File: config.mk
export PLATFORM = sky130hd
export DESIGN_NAME = tx_frame_gen_flat
export DESIGN_NICKNAME = d
export VERILOG_FILES = /design/src/rtl/tx_frame_gen_if.sv /design/src/rtl/tx_frame_gen.sv /design/src/flat_wrapper.sv
export SDC_FILE = /design/constraint.sdc
export NUM_CORES = 1
export LEC_CHECK = 0
export CAP_MARGIN = 5
export CORE_ASPECT_RATIO = 0.8
export CORE_MARGIN = 10
export CORE_UTILIZATION = 42
export CTS_CLUSTER_SIZE = 16
export DETAILED_ROUTE_END_ITERATION = 6
export DONT_BUFFER_PORTS = 1
export PLACE_DENSITY = 0.66
export SYNTH_ARGS = -nofsm -noshare
export SYNTH_HDL_FRONTEND = slang
export SYNTH_SLANG_ARGS = --single-unit
File: constraint.sdc
create_clock -name clk -period 5.1 [get_ports clk]
set_input_delay 1.02 -clock clk [delete_from_list [all_inputs] [get_ports clk]]
set_output_delay 1.02 -clock clk [all_outputs]
set_load 0.05 [all_outputs]
File: src/rtl/tx_frame_gen_if.sv
// tx_frame_gen_if
// Purpose : bundles every signal of the transmit framer: the frame
//           request with its header fields, the payload byte stream
//           from the TX buffer, the byte stream towards the MAC and
//           the status outputs.
// Modports:
//   master - the framer: takes the request, header fields, btx_data,
//            btx_valid and t_ready; drives btx_ready, t_data, t_valid,
//            t_last, busy, done, err and frame_cnt.
//   slave  - the surroundings (TX buffer, MAC, controller): the
//            mirror image of master.
// Parameter: LEN_W - width of pay_len.
interface tx_frame_gen_if #(
    parameter int LEN_W = 11
);
    logic             tx_start;
    logic [47:0]      dest_mac;
    logic [47:0]      src_mac;
    logic [15:0]      eth_type;
    logic [LEN_W-1:0] pay_len;
    logic [7:0]       btx_data;
    logic             btx_valid;
    logic             btx_ready;
    logic [7:0]       t_data;
    logic             t_valid;
    logic             t_last;
    logic             t_ready;
    logic             busy;
    logic             done;
    logic             err;
    logic [15:0]      frame_cnt;

    modport master (
        input  tx_start, dest_mac, src_mac, eth_type, pay_len,
        input  btx_data, btx_valid, t_ready,
        output btx_ready, t_data, t_valid, t_last,
        output busy, done, err, frame_cnt
    );

    modport slave (
        output tx_start, dest_mac, src_mac, eth_type, pay_len,
        output btx_data, btx_valid, t_ready,
        input  btx_ready, t_data, t_valid, t_last,
        input  busy, done, err, frame_cnt
    );
endinterface

File: src/rtl/tx_frame_gen.sv
// tx_frame_gen
// Purpose : transmit-side Ethernet framer. For each accepted tx_start it
//           sends the 14 header bytes (dest MAC, src MAC, EtherType, most
//           significant byte first) followed by pay_len payload bytes
//           taken straight from the TX buffer, with t_last on the final
//           byte of the frame.
// Ports   :
//   clk   - clock
//   rst_n - synchronous, active-low reset
//   bus   - tx_frame_gen_if.master: request and header fields, payload
//           stream in (btx_*), AXI-stream byte out (t_*), busy, done and
//           err pulses, 16-bit wrapping frame counter.
// Parameters: MAX_PAYLOAD (largest legal pay_len), MIN_PAYLOAD (pad
//           target), LEN_W (length/counter width).
// Build option: define TX_PAD_EN to zero-pad short payloads up to
//           MIN_PAYLOAD bytes; without it MIN_PAYLOAD is unused and
//           frames carry exactly pay_len payload bytes.
module tx_frame_gen #(
    parameter int MAX_PAYLOAD = 1500,
    parameter int MIN_PAYLOAD = 46,
    parameter int LEN_W       = 11
) (
    input  logic           clk,
    input  logic           rst_n,
    tx_frame_gen_if.master bus
);
    localparam logic [LEN_W-1:0] MAX_LEN = LEN_W'(MAX_PAYLOAD);
`ifdef TX_PAD_EN
    localparam logic [LEN_W-1:0] MIN_LEN = LEN_W'(MIN_PAYLOAD);
`endif

    typedef enum logic [1:0] {
`ifdef TX_PAD_EN
        PAD     = 2'd3,
`endif
        IDLE    = 2'd0,
        HEADER  = 2'd1,
        PAYLOAD = 2'd2
    } state_t;

    state_t           state_q;
    logic [3:0]       hdrCnt_q;
    logic [LEN_W-1:0] payCnt_q;
    logic [47:0]      destMac_q;
    logic [47:0]      srcMac_q;
    logic [15:0]      ethType_q;
    logic [LEN_W-1:0] payLen_q;
    logic             done_q;
    logic             err_q;
    logic [15:0]      frameCnt_q;

    logic [111:0]     hdrWord;
    logic [7:0]       hdrByte;
    logic             lastPay;
    logic             padNeeded;
    logic             tValid;
    logic             tLast;
    logic [7:0]       tData;
    logic             btxReady;
    logic             xfer;

    // Header byte hdrCnt_q counts from the top of the 112-bit header word;
    // hdrCnt_q never exceeds 13, so the slice always stays in range.
    assign hdrWord = {destMac_q, srcMac_q, ethType_q};
    assign hdrByte = hdrWord[{4'd13 - hdrCnt_q, 3'b000} +: 8];
    assign lastPay = (payCnt_q == payLen_q - LEN_W'(1));

`ifdef TX_PAD_EN
    logic lastPad;
    assign padNeeded = (payLen_q < MIN_LEN);
    assign lastPad   = (payCnt_q == MIN_LEN - LEN_W'(1));
`else
    assign padNeeded = 1'b0;
`endif

    // Stream outputs are decoded from the registered state; in PAYLOAD the
    // buffer's valid/data go straight through and the MAC's ready pops it.
    always_comb begin
        tValid   = 1'b0;
        tLast    = 1'b0;
        tData    = 8'h00;
        btxReady = 1'b0;
        case (state_q)
            HEADER: begin
                tValid = 1'b1;
                tData  = hdrByte;
            end
            PAYLOAD: begin
                tValid   = bus.btx_valid;
                tData    = bus.btx_data;
                btxReady = bus.t_ready;
                tLast    = lastPay && !padNeeded;
            end
`ifdef TX_PAD_EN
            PAD: begin
                tValid = 1'b1;
                tLast  = lastPad;
            end
`endif
            default: begin
            end
        endcase
    end

    assign xfer = tValid && bus.t_ready;

    // Frame sequencer. payCnt_q keeps counting through the pad bytes so
    // that the pad ends when the total payload reaches MIN_PAYLOAD.
    always_ff @(posedge clk) begin
        if (!rst_n) begin
            state_q    <= IDLE;
            hdrCnt_q   <= '0;
            payCnt_q   <= '0;
            destMac_q  <= '0;
            srcMac_q   <= '0;
            ethType_q  <= '0;
            payLen_q   <= '0;
            done_q     <= 1'b0;
            err_q      <= 1'b0;
            frameCnt_q <= '0;
        end else begin
            done_q <= 1'b0;
            err_q  <= 1'b0;
            case (state_q)
                IDLE: begin
                    if (bus.tx_start) begin
                        if (bus.pay_len != '0 && bus.pay_len <= MAX_LEN) begin
                            destMac_q <= bus.dest_mac;
                            srcMac_q  <= bus.src_mac;
                            ethType_q <= bus.eth_type;
                            payLen_q  <= bus.pay_len;
                            hdrCnt_q  <= '0;
                            payCnt_q  <= '0;
                            state_q   <= HEADER;
                        end else begin
                            err_q <= 1'b1;
                        end
                    end
                end
                HEADER: begin
                    if (xfer) begin
                        if (hdrCnt_q == 4'd13) begin
                            state_q <= PAYLOAD;
                        end else begin
                            hdrCnt_q <= hdrCnt_q + 4'd1;
                        end
                    end
                end
                PAYLOAD: begin
                    if (xfer) begin
                        payCnt_q <= payCnt_q + LEN_W'(1);
                        if (lastPay) begin
`ifdef TX_PAD_EN
                            if (padNeeded) begin
                                state_q <= PAD;
                            end else begin
                                state_q    <= IDLE;
                                done_q     <= 1'b1;
                                frameCnt_q <= frameCnt_q + 16'd1;
                            end
`else
                            state_q    <= IDLE;
                            done_q     <= 1'b1;
                            frameCnt_q <= frameCnt_q + 16'd1;
`endif
                        end
                    end
                end
`ifdef TX_PAD_EN
                PAD: begin
                    if (xfer) begin
                        payCnt_q <= payCnt_q + LEN_W'(1);
                        if (lastPad) begin
                            state_q    <= IDLE;
                            done_q     <= 1'b1;
                            frameCnt_q <= frameCnt_q + 16'd1;
                        end
                    end
                end
`endif
                default: state_q <= IDLE;
            endcase
        end
    end

    assign bus.t_valid   = tValid;
    assign bus.t_last    = tLast;
    assign bus.t_data    = tData;
    assign bus.btx_ready = btxReady;
    assign bus.busy      = (state_q != IDLE);
    assign bus.done      = done_q;
    assign bus.err       = err_q;
    assign bus.frame_cnt = frameCnt_q;
endmodule

File: src/flat_wrapper.sv
// flat-port wrapper written by rule: the top's interface ports become plain ports
module tx_frame_gen_flat 
#(
    parameter int MAX_PAYLOAD = 1500,
    parameter int MIN_PAYLOAD = 46,
    parameter int LEN_W       = 11
)
  (clk, rst_n, bus_tx_start, bus_dest_mac, bus_src_mac, bus_eth_type, bus_pay_len, bus_btx_data, bus_btx_valid, bus_t_ready, bus_btx_ready, bus_t_data, bus_t_valid, bus_t_last, bus_busy, bus_done, bus_err, bus_frame_cnt);
  tx_frame_gen_if #(.LEN_W(LEN_W)) bus_i ();
  input  logic clk;
  input  logic rst_n;
  input wire logic [$bits(bus_i.tx_start)-1:0] bus_tx_start;
  input wire logic [$bits(bus_i.dest_mac)-1:0] bus_dest_mac;
  input wire logic [$bits(bus_i.src_mac)-1:0] bus_src_mac;
  input wire logic [$bits(bus_i.eth_type)-1:0] bus_eth_type;
  input wire logic [$bits(bus_i.pay_len)-1:0] bus_pay_len;
  input wire logic [$bits(bus_i.btx_data)-1:0] bus_btx_data;
  input wire logic [$bits(bus_i.btx_valid)-1:0] bus_btx_valid;
  input wire logic [$bits(bus_i.t_ready)-1:0] bus_t_ready;
  output wire logic [$bits(bus_i.btx_ready)-1:0] bus_btx_ready;
  output wire logic [$bits(bus_i.t_data)-1:0] bus_t_data;
  output wire logic [$bits(bus_i.t_valid)-1:0] bus_t_valid;
  output wire logic [$bits(bus_i.t_last)-1:0] bus_t_last;
  output wire logic [$bits(bus_i.busy)-1:0] bus_busy;
  output wire logic [$bits(bus_i.done)-1:0] bus_done;
  output wire logic [$bits(bus_i.err)-1:0] bus_err;
  output wire logic [$bits(bus_i.frame_cnt)-1:0] bus_frame_cnt;
  assign bus_i.tx_start = bus_tx_start;
  assign bus_i.dest_mac = bus_dest_mac;
  assign bus_i.src_mac = bus_src_mac;
  assign bus_i.eth_type = bus_eth_type;
  assign bus_i.pay_len = bus_pay_len;
  assign bus_i.btx_data = bus_btx_data;
  assign bus_i.btx_valid = bus_btx_valid;
  assign bus_i.t_ready = bus_t_ready;
  assign bus_btx_ready = bus_i.btx_ready;
  assign bus_t_data = bus_i.t_data;
  assign bus_t_valid = bus_i.t_valid;
  assign bus_t_last = bus_i.t_last;
  assign bus_busy = bus_i.busy;
  assign bus_done = bus_i.done;
  assign bus_err = bus_i.err;
  assign bus_frame_cnt = bus_i.frame_cnt;
  tx_frame_gen #(.MAX_PAYLOAD(MAX_PAYLOAD), .MIN_PAYLOAD(MIN_PAYLOAD), .LEN_W(LEN_W)) u_core (.clk(clk), .rst_n(rst_n), .bus(bus_i));
endmodule
==> impl_metrics.toml, run 1 <==
[clock_network]
cts_buffers = 17
cts_tree = "yes"
post_cts_buffers = 0
htreeDepth = 4
ctsRootBufferMaster = "clkbuf_16"
cts.sinks = 158
clock_path_buffers = 2
cts.clk_slew.worst_paths_ns = 0.07
hold_buffers = 0
ctsResizeCount = 0
insertion_delay_ns = 0.42

[final_layout]
syn_to_final_growth_pct = 9.790
multi_input_area_mm2 = 0.004075
layout.cells.non_filler = 1130
antennaDiodeCount = 0
seqCellArea_mm2 = 0.003166
drive_above_1_share = 0.1050
n_fill_cell = 1735
num-nets-final = 1039

[sta]
worst_slack_ns = 0.9995
rsz0062_at_grt = "false"
fin_tns_setup_ns = 0
hold_viol_final = 0
finalHoldWorstSlack_ns = 0.4516
slew_viol_final = 0
period_minus_slack_ns = 4.101
finalCritPeriodShare = 0.8040
setup_viol = 0
max_freq_ghz = 0.2439
worst_slew_pin_slew_ns = 1.176
slew_headroom = 0.2160
finalClockSkew_ns = 0.01047

[route]
wl_per_cell_um = 18.78
wirelength_mm = 21.22
drc = 0
postRouteAntennaNets = 0
drtPass1Iterations = 5
vias = 6319
first_iter_violations = 579
via_per_inst = 5.592

[worst_setup_path]
r2r_end = "u_core.bus.frame_cnt[8]$_SDFFE_PN0P_"
cp-startpoint = "u_core.payLen_q[0]$_SDFFE_PN0P_"
cp.required_ns = 4.08
crit_type = "register to output port"
rr_worst_depth = 6
cp_max_fo = 6
arrival_ns = 3.08
reg2reg_slack_ns = 1.93
worst_setup_path_start_kind = "register"
cp-endpoint = "bus_t_last"
endpoint_kind = "output port"
r2r-start = "u_core.payLen_q[0]$_SDFFE_PN0P_"

[logic_synthesis]
syn_nets = 1068
synth-compound-area-share = 0.1713
ys.flop_type = "dfxtp_1"
synth_cell_types = 55
synthArstFlopShare = 0
muxShareOfSynthArea = 0.09790
synthSimpleGateAreaFrac = 0.2244
syn-cell-area_mm2 = 0.007566
syn_inst = 922
yosysSeqAreaShare = 0.4181
synth-seq-cells = 158
synth_top_family_by_area = "simple AND/OR/NAND/NOR gates"
yosys.area_share.adder = 0.01654
synth_edf_count = 0
ys_warn_count = 0
synth_area_per_cell_um2 = 8.206
synth_xor_area_frac = 0.02547

[place]
numPortBuffers = 0
dp_slack_ns = 1.440
place_hpwl_mm = 15.27
place_inst = 1099
place_congestion = 0.8352

[grt]
grt_max_degree = 92
gr-total-overflow = 0
antenna_found_initial = 2
first_global_vias = 5828
grtUsageTotal = 0.1726
grt_pass1_wl_mm = 32.75

[power_and_ir_drop]
p_per_area_mw_per_mm2 = 449.6
vdd_drop_max_mv = 0.1935
power.total_mw = 3.735
p_leak_nw = 2.868

[outcome]
status = "completed"

[floorplan]
die_h_um = 140.0
die_w_um = 170.1
start_util = 0.4327
rows = 43
die_area_mm2 = 0.02382
io_pins = 166
core_mm2 = 0.01749

[flow_run]
drv_cap = 0

[worst_hold_path]
hold_class = "register to register"
[state kept, by name (all words and copies together) (netlist names)]
register	flops
u_core.bus.done	1
u_core.hdrCnt_q	4
u_core.bus.err	1
u_core.payLen_q	11
u_core.bus.frame_cnt	16
u_core.payCnt_q	11
u_core.destMac_q	48
u_core.ethType_q	16
u_core.srcMac_q	48
u_core.state_q	2
[cell type report]
cell class,instances,area share
tap,225,0.03389
multi-input combinational,677,0.4906
sequential,158,0.3811
clock buffer,21,0.05663
timing repair buffer,16,0.01446
inverter,23,0.01069
clock inverter,10,0.01265
[Yosys cell counts (3+ instances only)]
master,count,area share
xnor2_1,9,0.010
o311ai_0,11,0.013
buf_2,7,0.0046
nand3_1,16,0.011
nand4_1,12,0.0099
o2111ai_1,4,0.0046
or2_2,3,0.0025
nand2_1,277,0.14
o41ai_1,11,0.013
nor3_1,9,0.0060
nor4_1,3,0.0025
or4_1,3,0.0030
o221ai_1,8,0.0093
o211ai_1,10,0.0099
buf_1,3,0.0015
nand3b_1,3,0.0030
or3_1,7,0.0058
mux2_2,8,0.012
xor2_1,13,0.015
mux4_2,24,0.071
inv_1,23,0.011
a21boi_0,8,0.0079
o21ai_0,9,0.0060
clkbuf_1,52,0.026
nor2_1,27,0.013
nor2b_1,3,0.0025
ha_1,10,0.017
nand2b_1,15,0.012
and3_1,5,0.0041
a21oi_1,131,0.087
dfxtp_1,158,0.42
mux2i_1,11,0.015
[cells by family (layout without fill, tap and decap cells)]
family	after synthesis	in the layout
DFF	158	158
and+or+nand+nor	392	392
AOI/OAI and AO/OA	210	210
xor gates and xnor gates	22	22
adders and majority gates	10	10
muxes	43	43
buffers and inverters	87	70
[metrics by stage]
step,util,area [µm²]
after floorplan,-,7566
after global placement,0.4421,7731
after detailed placement,0.4421,7731
after CTS,0.4751,8307
after global routing,0.4751,8307
final,0.4751,8307
[cells in the final DEF, fill, tap and decap left out, drive strengths merged, types with 4 or more instances in the layout]
cell type  synthesis  routed
nand2            277     277
dfxtp            158     158
a21oi            131     131
nor2              27      27
inv               23      26
mux4              24      24
clkbuf            52      21
buf               12      16
nand3             16      16
nand2b            15      15
xor2              13      13
nand4             12      12
mux2i             11      11
o311ai            11      11
o41ai             11      11
o211ai            11      11
o21ai             11      11
ha                10      10
xnor2              9       9
nor3               9       9
mux2               8       8
o221ai             8       8
a21boi             8       8
or3                7       7
and3               5       5
nor4               5       5
o2111ai            4       4
[routing by layer]
layer | global-route usage | up-vias | part of all wire
li1 | - | 3152 | -
met1 | 0.2489 | 2974 | 0.49
met2 | 0.2370 | 174 | 0.42
met3 | 0.05644 | 15 | 0.077
met4 | 0.04885 | 4 | 0.010
met5 | 0 | - | 0.0016
[critical path, stage by stage (launching register included)]
cell	delay, ns
dfxtp_1	0.37
inv_1	0.08
ha_1	0.21
or4b_4	0.49
or4_1	0.56
o211ai_2	0.12
nand2_1	0.12
nor3_2	0.71
[worst min path at each step]
stage / endpoint / slack [ns] / from / depth (start not counted)
CTS: u_core.srcMac_q[9]$_SDFFE_PN0P_ / 0.45 / u_core.srcMac_q[9]$_SDFFE_PN0P_ / 2
global route: u_core.destMac_q[17]$_SDFFE_PN0P_ / 0.47 / u_core.destMac_q[17]$_SDFFE_PN0P_ / 2
floorplan: u_core.destMac_q[0]$_SDFFE_PN0P_ / 0.43 / u_core.destMac_q[0]$_SDFFE_PN0P_ / 2
detailed placement: u_core.srcMac_q[4]$_SDFFE_PN0P_ / 0.44 / u_core.srcMac_q[4]$_SDFFE_PN0P_ / 2
global placement: u_core.destMac_q[0]$_SDFFE_PN0P_ / 0.44 / u_core.destMac_q[0]$_SDFFE_PN0P_ / 2
finish: u_core.srcMac_q[9]$_SDFFE_PN0P_ / 0.45 / u_core.srcMac_q[9]$_SDFFE_PN0P_ / 2
[where the power goes]
part           internal [mW]  total [mW]  switching, mW
sequential              1.39        1.52          0.137
clock                  0.716        1.24          0.526
combinational          0.350       0.969          0.619
total                   2.45        3.73           1.28
Note: power is estimated with default switching activity, not from simulation.
==> run 2, diff against run 1 <==
--- a/config.mk
+++ b/config.mk
@@ -12,7 +12,7 @@
 export CTS_CLUSTER_SIZE = 16
 export DETAILED_ROUTE_END_ITERATION = 6
 export DONT_BUFFER_PORTS = 1
-export PLACE_DENSITY = 0.66
+export PLACE_DENSITY = 0.69
 export SYNTH_ARGS = -nofsm -noshare
 export SYNTH_HDL_FRONTEND = slang
 export SYNTH_SLANG_ARGS = --single-unit
==> constraint.sdc (replaced) <==
create_clock -name clk -period 3.37 [get_ports clk]
set_input_delay 0.674 -clock clk [delete_from_list [all_inputs] [get_ports clk]]
set_output_delay 0.674 -clock clk [all_outputs]
set_load 0.05 [all_outputs]
==> run 2 against run 1 <==
Total power rose by 62%. Non-clock buffer count rose by 10. Highest routed layer is now met4. Final area rose by 5.1%. Final cell count rose by 1.1%. First-iteration DRC count fell by 5.9%. Count of clock-buffer cells in the layout fell by 3.
==> impl_metrics.toml, run 2 (synthesis gave the netlist of run 1 again) <==
[sta]
slew_viol_final = 0
worst_slew_pin_slew_ns = 1.128
max_freq_ghz = 0.3095
setup_viol = 0
slew_headroom = 0.2480
finalHoldWorstSlack_ns = 0.3751
period_minus_slack_ns = 3.231
finalClockSkew_ns = 0.007205
finalCritPeriodShare = 0.9588
worst_slack_ns = 0.1388
rsz0062_at_grt = "false"
hold_viol_final = 0

[clock_network]
cts_buffers = 17
insertion_delay_ns = 0.43
hold_buffers = 0
cts.clk_slew.worst_paths_ns = 0.07
ctsRootBufferMaster = "clkbuf_16"
cts_tree = "yes"
cts.sinks = 158
htreeDepth = 4
clock_path_buffers = 2

[floorplan]
rows = 43
die_area_mm2 = 0.02382
core_mm2 = 0.01749
die_w_um = 170.1
die_h_um = 140.0
io_pins = 166
start_util = 0.4327

[final_layout]
fin_area_mm2 = 0.008732
fin_util = 0.4994
drive_above_1_share = 0.1321
final_cell_mix = "276 x nand2_1, 155 x dfxtp_1, 131 x a21oi_1"
num-nets-final = 1049
syn_to_final_growth_pct = 15.41
final_common_cell = "nand2_1"
reg_top3 = "u_core.destMac_q (48), u_core.srcMac_q (48)"
seqCellArea_mm2 = 0.003167
multi_input_area_mm2 = 0.004177
n_fill_cell = 1664

[worst_setup_path]
critPathSlowestCell = "or4_4"
worst_setup_path_start_kind = "register"
crit_type = "register to output port"
critPathTopFamily = "simple AND/OR/NAND/NOR gates"
cpPeakStageDelay_ns = 0.55
cp.required_ns = 2.70
arrival_ns = 2.56
worst-path-buf-inv = 2
crit_chain = "inv_2, ha_4, or4b_4, or4_4, o211ai_2, nand2_1, nor3_2, buf_6"
cp_max_fo = 6
endpoint_kind = "output port"

[place]
place_area_mm2 = 0.008056
dp_slack_ns = 0.3037
numPortBuffers = 0
place_congestion = 0.8240
place_hpwl_mm = 15.76

[power_and_ir_drop]
power_frac_comb = 0.279
power_switching_mw = 2.028
power.total_mw = 6.049
switching_share = 0.3353
intPower_mw = 4.021
power_frac_seq = 0.373
p_leak_nw = 3.017
vdd_drop_max_mv = 0.4053
power_frac_clock = 0.348
p_per_area_mw_per_mm2 = 692.7

[route]
drc = 0
wl_per_cell_um = 19.05
wl_met3_mm = 1.670
routedLengthMet1_mm = 10.01
drtPass1Iterations = 6
vias = 6413
postRouteAntennaNets = 0
top_layer = "met4"
via_per_inst = 5.616
wirelength_mm = 21.76
wl_met2_mm = 9.909
first_iter_violations = 545

[grt]
gr-total-overflow = 0
antenna_found_initial = 0
grt_max_degree = 74
first_global_vias = 6126
grt_pass1_wl_mm = 33.82
grtUsageTotal = 0.1787

[worst_hold_path]
hold_class = "primary input to register"

[flow_run]
drv_cap = 0

[outcome]
status = "completed"
==> run 2: cell count changes in the layout (fill, tap and decap cells not counted), sizes merged <==
cell    before  now
clkinv       3    2
buf         16   26
clkbuf      21   18
diode        0    1
bufinv       1    4
inv         26   28
==> run 2: final timing paths <==
path / start / to / slack (ns) / cells past startpoint
worst max-delay path: u_core.payLen_q[0]$_SDFFE_PN0P_ / bus_t_last / 0.14 / 8
worst min-delay path: bus_eth_type[8] / u_core.ethType_q[8]$_SDFFE_PN0P_ / 0.38 / 2
worst min register to register: u_core.srcMac_q[9]$_SDFFE_PN0P_ / u_core.srcMac_q[9]$_SDFFE_PN0P_ / 0.45 / 2
worst max register to register: u_core.payLen_q[0]$_SDFFE_PN0P_ / u_core.bus.frame_cnt[8]$_SDFFE_PN0P_ / 0.32 / 6
==> run 2: what timing repair did <==
item,CTS,global route
cloned,0,0
pin swaps,1,2
setup buffers,1,0
gates resized for setup,3,5
setup endpoints to repair,1,5
==> run 2: stage by stage <==
step                setup TNS [ns]  std cells
floorplan                 -0.05658        922
global placement                 0       1108
detailed placement               0       1108
CTS                              0       1141
global route                     0       1141
finish                           0       1142
==> run 2: final cells by class <==
class | instances | share of cell area
Sequential cell | 158 | 0.3627
Multi-Input combinational cell | 677 | 0.4783
Clock inverter | 14 | 0.02321
Inverter | 23 | 0.01017
Antenna cell | 1 | 0.0002866
Timing Repair Buffer | 26 | 0.04284
Tap cell | 225 | 0.03224
Clock buffer | 18 | 0.05029
==> run 2: worst register-to-register path, cell delays in order, from the launching register on <==
cell and delay [ns]:
dfxtp_2 0.36, or4_1 0.56, or2_2 0.30, o311a_1 0.39, o21ai_2 0.89, o311ai_0 0.34
o41ai_1 0.12
==> run 2: per-layer routing <==
metal | GRT usage | vias to the layer above
met5 | 0 | -
met4 | 0.04240 | 0
met3 | 0.05981 | 10
met2 | 0.2646 | 192
met1 | 0.2442 | 3035
li1 | - | 3176
==> run 2: power by group through the flow <==
stage	Sequential, mW	Combinational (mW)	Clock (mW)
2_1_floorplan	2.23	1.29	0
3_3_place_gp	2.28	1.65	0
3_5_place_dp	2.30	1.67	0
4_1_cts	2.25	1.69	2.14
5_1_grt	2.29	1.87	2.22
6_report	2.26	1.69	2.10
==> run 3, diff against run 2 <==
--- a/config.mk
+++ b/config.mk
@@ -6,7 +6,7 @@
 export NUM_CORES = 1
 export LEC_CHECK = 0
 export CAP_MARGIN = 5
-export CORE_ASPECT_RATIO = 0.8
+export CORE_ASPECT_RATIO = 1.75
 export CORE_MARGIN = 10
 export CORE_UTILIZATION = 42
 export CTS_CLUSTER_SIZE = 16
==> run 3 against run 2 <==
Global-route usage up 0.096 points. Non-clock buffer count up 2. Count of clock-buffer cells in the layout unchanged. Die area up 0.75%. Combinational power about the same. Critical path type unchanged. Largest power group unchanged.
==> impl_metrics.toml, run 3 (synthesis gave the netlist of run 1 again) <==
[grt]
grt_max_degree = 124
grt_pass1_wl_mm = 33.98
first_global_vias = 6481
antenna_found_initial = 0
grtUsageTotal = 0.1796
gr-total-overflow = 0

[flow_run]
drv_cap = 0

[floorplan]
die_area_mm2 = 0.02399
start_util = 0.4295
die_h_um = 197.6
io_pins = 166
core_mm2 = 0.01762
die_w_um = 121.5
rows = 64

[route]
via_per_inst = 5.639
vias = 6479
postRouteAntennaNets = 0
drc = 0
wirelength_mm = 21.90
first_iter_violations = 421
drtPass1Iterations = 5
wl_per_cell_um = 19.06

[clock_network]
cts.clk_slew.worst_paths_ns = 0.07
cts.sinks = 158
clock_path_buffers = 2
cts_tree = "yes"
ctsRootBufferMaster = "clkbuf_16"
insertion_delay_ns = 0.43
cts_buffers = 17
htreeDepth = 4
hold_buffers = 0

[worst_hold_path]
hold_class = "primary input to register"
hold_start = "bus_dest_mac[4]"
hold_depth = 2

[final_layout]
fin_util = 0.4950
reg_top3 = "u_core.destMac_q (48), u_core.srcMac_q (48)"
final_cell_mix = "276 x nand2_1, 155 x dfxtp_1, 131 x a21oi_1"
num-nets-final = 1051
layout.cells.non_filler = 1149
antennaDiodeCount = 0
final_common_cell = "nand2_1"
syn_to_final_growth_pct = 15.26
drive_above_1_share = 0.1351
n_fill_cell = 1709

[power_and_ir_drop]
p_leak_nw = 3.008
power_frac_comb = 0.283
p_per_area_mw_per_mm2 = 680.7
intPower_mw = 3.920
vdd_drop_max_mv = 0.4440
power_frac_clock = 0.336
power_frac_seq = 0.381
switching_share = 0.3397
power_switching_mw = 2.017

[sta]
hold_viol_final = 0
finalCritPeriodShare = 0.9726
max_freq_ghz = 0.3051
slew_headroom = 0.2390
slew_viol_final = 0
period_minus_slack_ns = 3.278
setup_viol = 0
finalClockSkew_ns = 0.01195
worst_slew_pin_slew_ns = 1.141

[worst_setup_path]
r2r-start = "u_core.payLen_q[0]$_SDFFE_PN0P_"
cp.required_ns = 2.70
arrival_ns = 2.60
endpoint_kind = "output port"
cp-startpoint = "u_core.payLen_q[0]$_SDFFE_PN0P_"
crit_type = "register to output port"
rr_worst_depth = 6
worst_setup_path_start_kind = "register"
cp_max_fo = 6

[place]
numPortBuffers = 0
place_congestion = 0.8594
place_hpwl_mm = 16.22
place_inst = 1116

[outcome]
status = "completed"
## run 3: metrics by stage
stage | TNS (ns) | area, µm² | hold WS [ns] | total power [mW] | worst slack [ns]
final | 0 | 8721 | 0.3833 | 5.937 | 0.09238
after global routing | -0.001328 | 8721 | 0.3662 | 6.258 | -0.001328
after global placement | 0 | 8041 | 0.4387 | 3.915 | 0.3515
after detailed placement | 0 | 8041 | 0.4447 | 3.949 | 0.2785
after floorplan | -0.05658 | 7654 | 0.4331 | 3.517 | -0.05658
after CTS | 0 | 8658 | 0.3631 | 5.946 | 0.03215
## run 3: critical path, stage by stage, from the launching register on
cell      delay (ns)
dfxtp_4         0.37
inv_2           0.07
ha_4            0.15
or4b_4          0.49
or4_4           0.55
o211ai_2        0.09
nand2_1         0.10
nor3_2          0.19
buf_6           0.18
## run 3: path summary, 6_finish.rpt
kind	slack (ns)	endpoint
worst max-delay path	0.09	bus_t_last
worst min-delay path	0.38	u_core.destMac_q[4]$_SDFFE_PN0P_
worst max register to register	0.56	u_core.bus.frame_cnt[10]$_SDFFE_PN0P_
worst min register to register	0.45	u_core.srcMac_q[5]$_SDFFE_PN0P_
## run 3: what timing repair did
item                                    4_1_cts  5_1_grt
endpoints found under the setup margin        1       10
setup buffers                                 0        1
pin swaps                                     1        3
gates resized for setup                       3       12
## run 3: layout make-up
cell class	instances	area, µm²	share of cell area
inverters	23	88.84	0.01019
repair buffers	28	355.3	0.04075
well taps	231	289.0	0.03314
clock buffers	18	429.2	0.04921
flip-flops and latches	158	3172	0.3637
multi-input cells	677	4207	0.4824
clock inverters	14	180.2	0.02066
## run 3: layer usage
layer | GRT usage | part of all wire | vias up
li1 | - | - | 3188
met2 | 0.3272 | 0.54 | 169
met4 | 0.08958 | 0.032 | 0
met3 | 0.04493 | 0.053 | 33
met5 | 0 | 0 | -
met1 | 0.1837 | 0.38 | 3089
## run 3: power by group through the flow
stage	Clock, mW	Sequential [mW]	Combinational [mW]
3_3_place_gp	0	2.29	1.63
6_report	2.00	2.26	1.68
2_1_floorplan	0	2.23	1.29
4_1_cts	2.03	2.26	1.65
3_5_place_dp	0	2.30	1.65
5_1_grt	2.12	2.29	1.85
